$ cat src/rtl/inst_packer_pkg.sv
// Shared types for the RV32I instruction packer.
// Latency: n/a (types and a pure helper function only).
// Backpressure: n/a.
package inst_packer_pkg;

  // Immediate format selector; values 6 and 7 are unused encodings.
  typedef enum logic [2:0] {
    SEL_I     = 3'd0,
    SEL_S     = 3'd1,
    SEL_B     = 3'd2,
    SEL_U     = 3'd3,
    SEL_J     = 3'd4,
    SEL_SHAMT = 3'd5
  } inst_sel_e;

  // One FIFO entry: packed instruction plus its out-of-range flag.
  typedef struct packed {
    logic [31:0] inst;
    logic        err;
  } pack_ent_t;

  // True when v survives truncation to 'bits' bits and sign extension back,
  // i.e. v[31:bits-1] are all equal.
  function automatic logic fits_signed(input logic [31:0] v, input int unsigned bits);
    logic signed [31:0] t;
    t = $signed(v << (32 - bits)) >>> (32 - bits);
    return (t == $signed(v));
  endfunction

endpackage

$ cat src/rtl/inst_packer_if.sv
// Input item stream and output instruction stream of the packer.
// Latency: n/a (signal bundle).
// Backpressure: in_ready from the packer, out_ready from the consumer.
// Ports: in_valid/in_ready/in_sel/in_base/in_imm (producer side),
//        out_valid/out_ready/out_inst/out_err/out_count (consumer side).
interface inst_packer_if #(
  parameter int CNT_W = 16
);
  logic             in_valid;
  logic             in_ready;
  logic [2:0]       in_sel;
  logic [31:0]      in_base;
  logic [31:0]      in_imm;
  logic             out_valid;
  logic             out_ready;
  logic [31:0]      out_inst;
  logic             out_err;
  logic [CNT_W-1:0] out_count;

  // Environment side: drives items and consumer ready.
  modport master (
    output in_valid, in_sel, in_base, in_imm, out_ready,
    input  in_ready, out_valid, out_inst, out_err, out_count
  );

  // Packer side.
  modport slave (
    input  in_valid, in_sel, in_base, in_imm, out_ready,
    output in_ready, out_valid, out_inst, out_err, out_count
  );
endinterface

$ cat src/rtl/sync_fifo.sv
// In-order circular FIFO holding DEPTH entries of payload type T.
// Latency: a push is visible at dout_o the cycle after the pushing edge.
// Backpressure: caller keeps pushes within capacity; pop on empty is ignored.
// Ports: clk, rst (async active-low), push_i/din_i, pop_i, dout_o (head), occ_o.
module sync_fifo #(
  parameter int  DEPTH = 4,
  parameter type T     = logic [7:0]
) (
  input  logic                   clk,
  input  logic                   rst,
  input  logic                   push_i,
  input  T                       din_i,
  input  logic                   pop_i,
  output T                       dout_o,
  output logic [$clog2(DEPTH):0] occ_o
);
  localparam int             AW     = $clog2(DEPTH);
  localparam logic [AW:0]    FULL_V = (AW+1)'(DEPTH);

  T              mem_q [DEPTH];
  logic [AW-1:0] wr_q, wr_d, rd_q, rd_d;
  logic [AW:0]   occ_q, occ_d;
  logic          push_eff, pop_eff;

  assign pop_eff  = pop_i && (occ_q != '0);
  // A push into a full FIFO is allowed only when the head leaves on the same edge.
  assign push_eff = push_i && ((occ_q != FULL_V) || pop_eff);

  always_comb begin
    wr_d  = wr_q;
    rd_d  = rd_q;
    occ_d = occ_q;
    if (push_eff) wr_d = wr_q + 1'b1;
    if (pop_eff)  rd_d = rd_q + 1'b1;
    case ({push_eff, pop_eff})
      2'b10:   occ_d = occ_q + 1'b1;
      2'b01:   occ_d = occ_q - 1'b1;
      default: occ_d = occ_q;
    endcase
  end

  // Storage needs no reset: occupancy alone decides what is visible.
  always_ff @(posedge clk) begin
    if (push_eff) mem_q[wr_q] <= din_i;
  end

  always_ff @(posedge clk or negedge rst) begin
    if (!rst) begin
      wr_q  <= '0;
      rd_q  <= '0;
      occ_q <= '0;
    end else begin
      wr_q  <= wr_d;
      rd_q  <= rd_d;
      occ_q <= occ_d;
    end
  end

  assign dout_o = mem_q[rd_q];
  assign occ_o  = occ_q;
endmodule

$ cat src/rtl/inst_packer.sv
// Packs a typed immediate into an RV32I instruction word and flags unrepresentable immediates.
// Latency: 2 cycles accept-to-out_valid with the FIFO empty; one item per cycle sustained.
// Backpressure: in_ready = (fifo occupancy + encode stage) < DEPTH, independent of out_ready.
// Ports: clk, rst (async active-low), bus (inst_packer_if.slave: input stream, output stream, pop count).
module inst_packer
  import inst_packer_pkg::*;
#(
  parameter int DEPTH = 4,
  parameter int CNT_W = 16
) (
  input  logic         clk,
  input  logic         rst,
  inst_packer_if.slave bus
);
  localparam int            AW     = $clog2(DEPTH);
  localparam logic [AW+1:0] DEPTH_V = (AW+2)'(DEPTH);

  pack_ent_t        enc;
  pack_ent_t        s1_q, s1_d;
  logic             s1_vld_q, s1_vld_d;
  logic [CNT_W-1:0] cnt_q, cnt_d;
  pack_ent_t        head;
  logic [AW:0]      occ;
  logic [AW+1:0]    used;
  logic             accept, pop;

  // Encode: start from the template and overwrite only the immediate fields.
  always_comb begin
    enc.inst = bus.in_base;
    enc.err  = 1'b0;
    case (bus.in_sel)
      SEL_I: begin
        enc.inst[31:20] = bus.in_imm[11:0];
        enc.err         = !fits_signed(bus.in_imm, 12);
      end
      SEL_S: begin
        enc.inst[31:25] = bus.in_imm[11:5];
        enc.inst[11:7]  = bus.in_imm[4:0];
        enc.err         = !fits_signed(bus.in_imm, 12);
      end
      SEL_B: begin
        enc.inst[31]    = bus.in_imm[12];
        enc.inst[30:25] = bus.in_imm[10:5];
        enc.inst[11:8]  = bus.in_imm[4:1];
        enc.inst[7]     = bus.in_imm[11];
        enc.err         = bus.in_imm[0] || !fits_signed(bus.in_imm, 13);
      end
      SEL_U: begin
        enc.inst[31:12] = bus.in_imm[31:12];
        enc.err         = (bus.in_imm[11:0] != '0);
      end
      SEL_J: begin
        enc.inst[31]    = bus.in_imm[20];
        enc.inst[30:21] = bus.in_imm[10:1];
        enc.inst[20]    = bus.in_imm[11];
        enc.inst[19:12] = bus.in_imm[19:12];
        enc.err         = bus.in_imm[0] || !fits_signed(bus.in_imm, 21);
      end
      SEL_SHAMT: begin
        enc.inst[24:20] = bus.in_imm[4:0];
        enc.err         = (bus.in_imm[31:5] != '0);
      end
      default: enc.err = 1'b1;
    endcase
  end

  // Counting the encode stage as occupied reserves its FIFO slot at accept time,
  // so the unconditional S1 push below can never overflow.
  assign used         = {1'b0, occ} + {{(AW+1){1'b0}}, s1_vld_q};
  assign bus.in_ready = rst && (used < DEPTH_V);
  assign accept       = bus.in_valid && bus.in_ready;
  assign pop          = bus.out_valid && bus.out_ready;

  always_comb begin
    s1_vld_d = accept;
    s1_d     = accept ? enc : s1_q;
    cnt_d    = cnt_q + CNT_W'(pop);
  end

  always_ff @(posedge clk or negedge rst) begin
    if (!rst) begin
      s1_vld_q <= 1'b0;
      s1_q     <= '0;
      cnt_q    <= '0;
    end else begin
      s1_vld_q <= s1_vld_d;
      s1_q     <= s1_d;
      cnt_q    <= cnt_d;
    end
  end

  sync_fifo #(
    .DEPTH (DEPTH),
    .T     (pack_ent_t)
  ) u_fifo (
    .clk    (clk),
    .rst    (rst),
    .push_i (s1_vld_q),
    .din_i  (s1_q),
    .pop_i  (pop),
    .dout_o (head),
    .occ_o  (occ)
  );

  // Head data is masked while empty so outputs read as zero out of reset.
  assign bus.out_valid = (occ != '0);
  assign bus.out_inst  = bus.out_valid ? head.inst : 32'h0;
  assign bus.out_err   = bus.out_valid ? head.err  : 1'b0;
  assign bus.out_count = cnt_q;
endmodule

$ cat src/flat_wrapper.sv
// flat-port wrapper written by rule: the top's interface ports become plain ports
module inst_packer_flat import inst_packer_pkg::*;
#(
  parameter int DEPTH = 4,
  parameter int CNT_W = 16
)
  (clk, rst, bus_in_valid, bus_in_sel, bus_in_base, bus_in_imm, bus_out_ready, bus_in_ready, bus_out_valid, bus_out_inst, bus_out_err, bus_out_count);
  inst_packer_if #(.CNT_W(CNT_W)) bus_i ();
  input  logic clk;
  input  logic rst;
  input wire logic [$bits(bus_i.in_valid)-1:0] bus_in_valid;
  input wire logic [$bits(bus_i.in_sel)-1:0] bus_in_sel;
  input wire logic [$bits(bus_i.in_base)-1:0] bus_in_base;
  input wire logic [$bits(bus_i.in_imm)-1:0] bus_in_imm;
  input wire logic [$bits(bus_i.out_ready)-1:0] bus_out_ready;
  output wire logic [$bits(bus_i.in_ready)-1:0] bus_in_ready;
  output wire logic [$bits(bus_i.out_valid)-1:0] bus_out_valid;
  output wire logic [$bits(bus_i.out_inst)-1:0] bus_out_inst;
  output wire logic [$bits(bus_i.out_err)-1:0] bus_out_err;
  output wire logic [$bits(bus_i.out_count)-1:0] bus_out_count;
  assign bus_i.in_valid = bus_in_valid;
  assign bus_i.in_sel = bus_in_sel;
  assign bus_i.in_base = bus_in_base;
  assign bus_i.in_imm = bus_in_imm;
  assign bus_i.out_ready = bus_out_ready;
  assign bus_in_ready = bus_i.in_ready;
  assign bus_out_valid = bus_i.out_valid;
  assign bus_out_inst = bus_i.out_inst;
  assign bus_out_err = bus_i.out_err;
  assign bus_out_count = bus_i.out_count;
  inst_packer #(.DEPTH(DEPTH), .CNT_W(CNT_W)) u_core (.clk(clk), .rst(rst), .bus(bus_i));
endmodule
$ cat config.mk
export PLATFORM = sky130hd
export DESIGN_NAME = inst_packer_flat
export DESIGN_NICKNAME = d
export VERILOG_FILES = /design/src/rtl/inst_packer_pkg.sv /design/src/rtl/inst_packer_if.sv /design/src/rtl/sync_fifo.sv /design/src/rtl/inst_packer.sv /design/src/flat_wrapper.sv
export SDC_FILE = /design/constraint.sdc
export NUM_CORES = 1
export LEC_CHECK = 0
export CAP_MARGIN = 20
export CORE_UTILIZATION = 30
export CTS_BUF_LIST = sky130_fd_sc_hd__clkbuf_4 sky130_fd_sc_hd__clkbuf_8 sky130_fd_sc_hd__clkbuf_16
export CTS_CLUSTER_SIZE = 16
export DETAILED_ROUTE_END_ITERATION = 12
export PLACE_DENSITY = 0.61
export SLEW_MARGIN = 20
export SYNTH_ARGS = -nofsm -noshare
export SYNTH_HDL_FRONTEND = slang
export SYNTH_SLANG_ARGS = --single-unit
$ cat constraint.sdc
create_clock -name clk -period 2 [get_ports clk]
set_clock_uncertainty 0.1 [all_clocks]
set_input_delay 0.2 -clock clk [delete_from_list [all_inputs] [get_ports clk]]
set_output_delay 0.2 -clock clk [all_outputs]
set_load 0.02 [all_outputs]
==> out/metrics.cfg, run 1 <==
[pwr]
power.density_nw_per_um2 = 1368
p_clk_share_pct = 23.4
power_frac_comb_pct = 37.7
total_power_mw = 15.06
intPower_mw = 10.31
leakage_nw = 4.229
seqPwrFrac_pct = 38.9
switching_share_pct = 31.54
peakVddDrop_mv = 0.6149
switchingPower_mw = 4.750

[clock_tree]
cts_buffers = 17
cts_buffer_depth = 2
cts_root_buf = clkbuf_16
cts_num_sinks = 189
cts_tree = yes
cts_max_level = 4
clk_latency_ns = 0.43
cts.clk_slew.worst_paths_ns = 0.07

[grt]
grt_pass1_vias = 5061
gr-usage-all-layers_pct = 15.02
grt_pass1_wl_mm = 29.88
grt_antenna_before_repair = 1
grt_start_max_net_pins = 58
overflow = 0

[synth]
syn_area_per_cell_sq_um = 15.30
synth_top_area_share_pct = 49.64
synth.top_cells.by_count = edfxtp_1, nand2_1, dfrtp_1, and2_1, mux4_2
synth_nets = 601
yosysSeqAreaShare_pct = 67.50
ys_async_sr_fraction_pct = 30.16
synth_top_area_cell = edfxtp_1
synth_ff_type = edfxtp_1
ys_ff_latch = 189
yosys-top-cells-area = edfxtp_1, dfrtp_1, mux4_2
netlist_area_sq_um = 7985
synth.most_common_cell = edfxtp_1
yosysUniqueCellTypes = 49
synth_edf_count = 132
synth_cells = 522
yosys_warnings = 0

[critical_path]
slowest_stage = mux4_2
crit_buf_inv = 2
crit_type = reg -> out
crit_arrival_ns = 1.93
cp_max_fo = 7
worstPathRequired_ns = 1.70
worstPathCellList = buf_12 -> mux4_2 -> and2_4 -> buf_6
crit_family = multiplexers
max_stage_delay_ns = 0.52
startpoint_type = register
crit_path_end_kind = output pin

[drt]
postRouteWirelength_mm = 19.57
wl_per_cell_um = 18.36
num_vias = 4989
viasPerCell = 4.680
drt_iter0_drc = 358
route.detailed.drc = 0
ant_nets = 0
first_pass_iters = 4

[place]
dpl_worst_slack_ns = -0.1785
dpl.hpwl_mm = 13.42
gp_congestion = 0.8257
portBuffers = 121

[sta]
fin_crit_sh_pct = 111.5
post-route-min-period_ns = 2.230
max_freq_mhz = 448.5
finalSetupViolCount = 33
fin_ws_ns = -0.2295
rsz0062_at_grt = yes
worst_pin_slew_ns = 0.8549
final-hold-violation-count = 0
slew_headroom_pct = 43.01
maxSlewViolCount = 0

[floorplanning]
core.rowCount = 59
die_x_um = 165.1
core_sq_um = 26060
chipHeight_um = 165.1
die_area_sq_um = 27270
pin_count = 122
floorplan.initialDensity_pct = 30.64

[finish]
syn_to_final_growth_pct = 37.86
drive_above_1_share_pct = 32.69
fin_nets = 794

[job]
cap_viol_max_count = 0

[status]
violations = setup timing
run_status = finished, violations left

[min_path]
hp-class = in -> reg

## cells in the final DEF (no fill, tap or decap), drive strengths merged, types with 14 or more instances in the layout
cell,instances
edfxtp,132
nor2,14
o21ai,24
xnor2,16
mux4,33
clkdlybuf4s50,85
and2,38
mux2i,19
buf,112
dfrtp,57
clkbuf,18
inv,18
nand2,63
## power by group through the flow
stage          Clock (mW)  Sequential (mW)  Combinational [mW]
5_1_grt              3.73             5.96                6.14
3_5_place_dp            0             5.93                5.02
6_report             3.52             5.86                5.68
3_3_place_gp            0             5.89                5.00
4_1_cts              3.60             5.85                5.73
2_1_floorplan           0             5.80                2.77
## tightest hold or removal path, cell delays in order
cell and delay, ns:
clkdlybuf4s50_1 0.40, nand2_1 0.05, nand2_1 0.04
## per-layer routing
metal	track usage [%]	routed length (um)
met1	20.51	8895
met2	23.93	9367
met4	4.796	283
met5	0	0
met3	3.047	1019
## cell families (layout without fill, tap and decap cells)
family,count (synthesis),in the layout,synth area share (%)
xor+xnor,20,20,2.194
simple gates,162,162,10.86
compound gates,51,51,3.996
flops,189,189,67.50
mux,55,55,12.11
other cells,0,3,0
fa+ha+maj,9,9,1.489
buf+inv,36,242,1.849
## metrics by stage
step / TNS (ns) / cell area (sq um) / instances / hold WS [ns] / util, %
5_1_grt: -8.552 / 11000 / 1064 / 0.2006 / 42.22
3_5_place_dp: -4.626 / 10160 / 1025 / 0.3754 / 38.97
6_report: -6.459 / 11010 / 1066 / 0.1960 / 42.24
3_3_place_gp: -4.474 / 10160 / 1025 / 0.3702 / 38.97
2_1_floorplan: -0.05662 / 8009 / 522 / -0.1956 / -
4_1_cts: -8.354 / 10990 / 1066 / 0.1711 / 42.16
## final timing paths
check | depth (start not counted) | startpoint | slack, ns | end
worst min register to register | 1 | u_core.bus.out_count[15] | 0.38 | u_core.bus.out_count[15]
worst max register to register | 5 | u_core.u_fifo.occ_o[1] | 0.05 | u_core.u_fifo.mem_q[3][31]
min in group asynchronous | 3 | rst | 0.57 | u_core.s1_q[2]
worst min-delay path | 3 | bus_in_base[0] | 0.20 | u_core.s1_q[1]
worst max-delay path | 4 | u_core.u_fifo.rd_q[0] | -0.23 | bus_out_inst[7]
max in group asynchronous | 3 | rst | 0.63 | u_core.u_fifo.rd_q[0]
## flip-flops by register name, indices dropped and copies added (netlist names)
register              flops
u_core.u_fifo.rd_q        2
u_core.bus.out_count     16
u_core.s1_vld_q           1
u_core.s1_q              33
u_core.u_fifo.wr_q        2
u_core.u_fifo.mem_q     132
u_core.u_fifo.occ_o       3
## what timing repair did
action                                  4_1_cts  5_1_grt
setup buffers                                 7        1
gates resized for setup                     212       34
endpoints found under the setup margin       37       44
gates cloned                                  2        0
endpoints found under the hold margin        57        0
hold buffers                                  1        0
pin swaps                                     5        8
## area by class of cell
cell class	instances	area, sq um
antenna	3	7.507
clock buffer	17	425.4
clock inverter	15	200.2
fill	2399	15050
inverter	11	45.04
multi-input combinational	297	2570
sequential	189	5391
tap	335	419.2
timing repair buffer	199	1949
Power figures use the tool's default switching activity.
==> run 2, diff against run 1 <==
Settings changed: MAX_ROUTING_LAYER from default to met4, SLEW_MARGIN 20 to default.
==> run 2 against run 1 <==
- the run still ends with setup timing left
- largest cell class unchanged
- die area unchanged
- hold slack got worse by 0.0037 ns
- wire length increased by 0.33%
==> out/metrics.cfg, run 2 (synthesized netlist as in run 1, its figures left out) <==
[critical_path]
crit_path_end_kind = output pin
startpoint_type = register
cp_max_fo = 7  ; unchanged
crit_arrival_ns = 1.93  ; about the same
r2r_start = u_core.u_fifo.occ_o[1]
r2r_setup_slack_ns = 0.05  ; about the same
rr_worst_depth = 5  ; unchanged
worstPathRequired_ns = 1.70  ; about the same
r2r-end = u_core.u_fifo.mem_q[2][31]
crit_type = reg -> out

[sta]
rsz0062_at_grt = yes
max_freq_mhz = 448.5  ; about the same
fin_crit_sh_pct = 111.5  ; about the same
maxSlewViolCount = 0  ; unchanged
post-route-min-period_ns = 2.230  ; +0.0002010 ns
slew_headroom_pct = 43.15  ; +0.14 points
fin_ws_ns = -0.2297  ; -0.0002010 ns
final-hold-violation-count = 0  ; unchanged
hold_ws_ns = 0.1924  ; -0.003679 ns
worst_pin_slew_ns = 0.8528  ; -0.002109 ns
finalSetupViolCount = 33  ; unchanged

[grt]
grt_pass1_wl_mm = 29.84  ; -0.16%
grt_pass1_vias = 5076  ; +0.30%
grt_antenna_before_repair = 1  ; unchanged
gr-usage-all-layers_pct = 15.47  ; +0.45 points
grt_start_max_net_pins = 58  ; unchanged
overflow = 0  ; unchanged

[clock_tree]
clk_latency_ns = 0.44  ; about the same
cts_num_sinks = 189  ; unchanged
cts_buffers = 17  ; unchanged
cts_buffer_depth = 2  ; unchanged
cts.clk_slew.worst_paths_ns = 0.07  ; about the same
cts_max_level = 4  ; unchanged
cts_tree = yes
cts_root_buf = clkbuf_16

[pwr]
leakage_nw = 4.229  ; unchanged
power.density_nw_per_um2 = 1368  ; about the same
peakVddDrop_mv = 0.6146  ; about the same

[min_path]
hp-start = bus_in_base[0]
hold_path_depth = 3  ; unchanged
hp-class = in -> reg
worstHoldEndpoint = u_core.s1_q[1]

[status]
run_status = finished, violations left
violations = setup timing

[drt]
first_pass_iters = 5  ; +1
viasPerCell = 4.699  ; +0.40%
route.detailed.drc = 0  ; unchanged
route.met3.wl_um = 989  ; -2.9%
routed-wl-met2_mm = 9.476  ; +1.2%
postRouteWirelength_mm = 19.63  ; +0.33%
drt_iter0_drc = 304  ; -15%
met1_length_mm = 8.935  ; +0.45%
num_vias = 5009  ; +0.40%
routed.top_layer = met4
ant_nets = 0  ; unchanged
wl_per_cell_um = 18.42  ; +0.33%

[job]
cap_viol_max_count = 0  ; unchanged

[place]
gp_congestion = 0.8382  ; +1.5%
dpl.hpwl_mm = 13.42  ; unchanged
portBuffers = 121  ; unchanged
dpl_worst_slack_ns = -0.1785  ; unchanged

[finish]
drive_above_1_share_pct = 32.69  ; unchanged
syn_to_final_growth_pct = 37.86  ; unchanged
largest_reg_flops = 132  ; unchanged
fin_nets = 794  ; unchanged
final_cell_mix = edfxtp_1, clkdlybuf4s50_1, buf_4
final_common_cell = edfxtp_1
regMostFlops = u_core.u_fifo.mem_q

[floorplanning]
core_sq_um = 26060  ; unchanged
die_x_um = 165.1  ; unchanged
die_area_sq_um = 27270  ; unchanged
core.rowCount = 59  ; unchanged
chipHeight_um = 165.1  ; unchanged
floorplan.initialDensity_pct = 30.64  ; unchanged
pin_count = 122  ; unchanged

-- run 2: cell counts in the layout (fill, tap and decap cells not counted) --
Identical to the previous run, type by type.
-- run 2: layout make-up --
cell class | count | area [sq um]
multi-input combinational | 297 | 2570
fill | 2399 | 15050
clock inverter | 15 | 200.2
inverter | 11 | 45.04
tap | 335 | 419.2
sequential | 189 | 5391
antenna | 3 | 7.507
timing repair buffer | 199 | 1949
clock buffer | 17 | 425.4
-- run 2: stage by stage --
stage | std cells | power [mW] | setup TNS, ns | area [sq um] | util, %
2_1_floorplan | 522 | 8.565 | -0.05662 | 8009 | -
3_3_place_gp | 1025 | 10.89 | -4.474 | 10160 | 38.97
3_5_place_dp | 1025 | 10.95 | -4.626 | 10160 | 38.97
4_1_cts | 1066 | 15.18 | -8.354 | 10990 | 42.16
5_1_grt | 1064 | 15.83 | -8.552 | 11000 | 42.22
6_report | 1066 | 15.06 | -6.593 | 11010 | 42.24
-- run 2: what timing repair did --
item                                    4_1_cts  5_1_grt
resized for setup                           212       34
gates cloned                                  2        0
endpoints found under the hold margin        57        0
hold buffers                                  1        0
pin swaps                                     5        8
setup buffers                                 7        1
endpoints found under the setup margin       37       44
-- run 2: how the worst max path moves through the flow --
stage                     depth (start not counted)              startpoint  slack (ns)                  endpoint
after floorplan                                  10  u_core.u_fifo.occ_o[1]       -0.03  u_core.bus.out_count[12]
after global placement                            4   u_core.u_fifo.rd_q[0]       -0.17          bus_out_inst[22]
after detailed placement                          6          bus_in_imm[23]       -0.18            u_core.s1_q[0]
after CTS                                         5   u_core.u_fifo.rd_q[0]       -0.29          bus_out_inst[22]
after global routing                              4   u_core.u_fifo.rd_q[0]       -0.29           bus_out_inst[7]
final                                             4   u_core.u_fifo.rd_q[0]       -0.23           bus_out_inst[7]
-- run 2: metal layers --
layer / GRT usage [%] / vias up
li1: - / 2366
met1: 20.50 / 2497
met2: 24.06 / 129
met3: 2.897 / 17
met4: 4.796 / 0
met5: - / -
-- run 2: worst max-delay path: stages, from the launching register on --
cell,delay [ns]
dfrtp_2,0.50
buf_12,0.19
mux4_2,0.52
and2_4,0.17
buf_6,0.12
-- run 2: power breakdown --
group	internal, mW	total (mW)	switching (mW)
combinational	3.12	5.68	2.56
clock	1.92	3.52	1.60
sequential	5.27	5.86	0.591
==> run 3, diff against run 2 <==
Settings changed: CORE_MARGIN from default to 5, TNS_END_PERCENT from default to 5.
==> run 3 against run 2 <==
- critical path depth up 1
- highest routed layer unchanged
- critical endpoint is now bus_out_inst[23]
- final cell count about the same
- combinational power down 9.0%
- the run still ends with setup timing left
==> out/metrics.cfg, run 3 (synthesized netlist as in run 1, its figures left out) <==
[finish]
n_fill_cell = 2421  ; +0.92%
final_cell_mix = edfxtp_1, clkdlybuf4s50_1, buf_4
regMostFlops = u_core.u_fifo.mem_q
syn_to_final_growth_pct = 36.81
fin_nets = 796  ; +0.25%
diodes = 0  ; -3
largest_reg_flops = 132  ; unchanged
final_core_util_pct = 41.80  ; -0.44 points
fin_cells = 1065  ; -0.094%
final_common_cell = edfxtp_1
drive_above_1_share_pct = 29.73  ; -3.0 points

[place]
dpl_worst_slack_ns = -0.1753  ; +0.003226 ns
portBuffers = 121  ; unchanged
place_inst = 1023  ; -0.20%
dpl.hpwl_mm = 13.81  ; +2.9%
gp_congestion = 0.8469  ; +1.0%

[drt]
viasPerCell = 4.657  ; -0.89%
route.detailed.drc = 0  ; unchanged
ant_nets = 0  ; unchanged
num_vias = 4960  ; -0.98%
postRouteWirelength_mm = 19.74  ; +0.55%
first_pass_iters = 4  ; -1
wl_per_cell_um = 18.53  ; +0.64%
drt_iter0_drc = 262  ; -14%

[grt]
gr-usage-all-layers_pct = 13.95  ; -1.5 points
overflow = 0  ; unchanged
grt_start_max_net_pins = 59  ; +1.7%
grt_pass1_vias = 5269  ; +3.8%
grt_antenna_before_repair = 0  ; -1
grt_pass1_wl_mm = 31.30  ; +4.9%

[critical_path]
r2r_start = u_core.u_fifo.occ_o[2]
cp_max_fo = 12  ; +5
worstPathRequired_ns = 1.70  ; about the same
cp-endpoint = bus_out_inst[23]
critPathLaunch = u_core.u_fifo.rd_q[0]
rr_worst_depth = 9  ; +4
slowest_stage = mux4_2
worstPathCellList = buf_12 -> buf_4 -> mux4_2 -> and2_1 -> buf_4
r2r_setup_slack_ns = 0.07  ; +0.02 ns
crit_type = reg -> out
max_stage_delay_ns = 0.48  ; -0.04 ns
crit_arrival_ns = 2.00  ; +0.07 ns
crit_buf_inv = 3  ; +1
path_common_cell = buf_4
startpoint_type = register
crit_path_end_kind = output pin
crit_family = multiplexers
r2r-end = u_core.bus.out_count[14]
critical_path_depth = 5  ; +1

[clock_tree]
cts_num_sinks = 189  ; unchanged
clk_latency_ns = 0.43  ; about the same
cts_tree = yes
cts_root_buf = clkbuf_16
cts.clk_slew.worst_paths_ns = 0.07  ; about the same
cts_buffers = 17  ; unchanged
cts_max_level = 4  ; unchanged
cts_buffer_depth = 2  ; unchanged

[pwr]
leakage_nw = 4.194  ; -0.84%
switching_share_pct = 32.08  ; +0.51 points
p_clk_share_pct = 24.8  ; +1.4 points
power.density_nw_per_um2 = 1348  ; -1.5%
power_frac_comb_pct = 35.1  ; -2.6 points
switchingPower_mw = 4.723  ; -0.68%
peakVddDrop_mv = 0.6438  ; +4.7%
seqPwrFrac_pct = 40.1  ; +1.2 points
total_power_mw = 14.72  ; -2.3%
intPower_mw = 9.998  ; -3.0%

[sta]
final-hold-violation-count = 0  ; unchanged
hold_ws_ns = 0.2474  ; +0.05503 ns
rsz0062_at_grt = yes
maxSlewViolCount = 0  ; unchanged
post-route-min-period_ns = 2.303  ; +0.07292 ns
finalSetupViolCount = 33  ; unchanged
worst_pin_slew_ns = 0.6051  ; -0.2476 ns
slew_headroom_pct = 59.66  ; +17 points
fin_crit_sh_pct = 115.1  ; +3.6 points
fin_ws_ns = -0.3026  ; -0.07292 ns
max_freq_mhz = 434.3  ; -3.2%

[status]
violations = setup timing
run_status = finished, violations left

[floorplanning]
pin_count = 122  ; unchanged
floorplan.initialDensity_pct = 30.56  ; -0.087 points
chipHeight_um = 173.1  ; +4.8%
core_sq_um = 26130  ; +0.28%
core.rowCount = 59  ; unchanged
die_x_um = 173.1  ; +4.8%
die_area_sq_um = 29980  ; +9.9%

[min_path]
hp-class = in -> reg

[job]
cap_viol_max_count = 0  ; unchanged

-- run 3: cell types whose count changed in the layout (fill, tap and decap cells not counted), sizes merged --
cell         previous run  this run
clkbuf                 18        17
buf                   112       114
bufinv                  2         3
clkinvlp                2         0
clkinv                  4         5
dlygate4sd2             0         1
diode                   3         0
-- run 3: worst min path at each step --
stage,start,to,slack (ns),cells after the start
2_1_floorplan,rst,u_core.bus.out_count[0],-0.20,0
3_3_place_gp,rst,u_core.u_fifo.occ_o[2],0.18,2
3_5_place_dp,rst,u_core.u_fifo.occ_o[1],0.19,2
4_1_cts,bus_in_base[4],u_core.s1_q[5],0.22,3
5_1_grt,bus_in_base[0],u_core.s1_q[1],0.25,3
6_report,bus_in_base[4],u_core.s1_q[5],0.25,3
-- run 3: worst register-to-register path, stage by stage (launching register included) --
cell and delay, ns:
dfrtp_1 0.39, or3_4 0.41, nand2_2 0.08, inv_2 0.06, ha_4 0.16, ha_4 0.15, and2_4 0.17, nand3_4 0.10
nor2_1 0.05, xor2_1 0.13
-- run 3: power groups by stage --
stage	clock [mW]	combinational [mW]	sequential [mW]
2_1_floorplan	0	2.76	5.80
3_3_place_gp	0	5.03	5.92
3_5_place_dp	0	5.07	5.97
4_1_cts	3.73	4.92	5.89
5_1_grt	3.91	5.63	6.02
6_report	3.65	5.17	5.90
-- run 3: per-layer routing --
metal	track usage, %	vias to the layer above	share of wire (%)
li1	-	2358	-
met1	18.08	2474	46
met2	22.56	111	50
met3	2.620	17	3.3
met4	4.057	0	1.3
met5	-	-	0
-- run 3: final cells by class --
type,count,area (sq um),area share (%)
sequential,189,5391,49.35
multi-input combinational,297,2532,23.18
timing repair buffer,201,1897,17.36
clock buffer,17,425.4,3.894
tap,335,419.2,3.837
clock inverter,15,217.7,1.993
inverter,11,41.29,0.3780
-- run 3: stage by stage --
step / TNS, ns / instance area (sq um)
CTS: -8.690 / 10780
finish: -6.740 / 10920
floorplan: -4.365 / 8005
global placement: -3.634 / 10170
detailed placement: -3.991 / 10170
global route: -9.569 / 10920
-- run 3: repair_timing --
| item | 4_1_cts | 5_1_grt |
|---|---|---|
| pin swaps | 2 | 1 |
| hold endpoints to repair | 57 | 0 |
| buffers inserted | 2 | 7 |
| setup endpoints to repair | 37 | 35 |
| resized for setup | 103 | 53 |
| hold buffers | 1 | 0 |
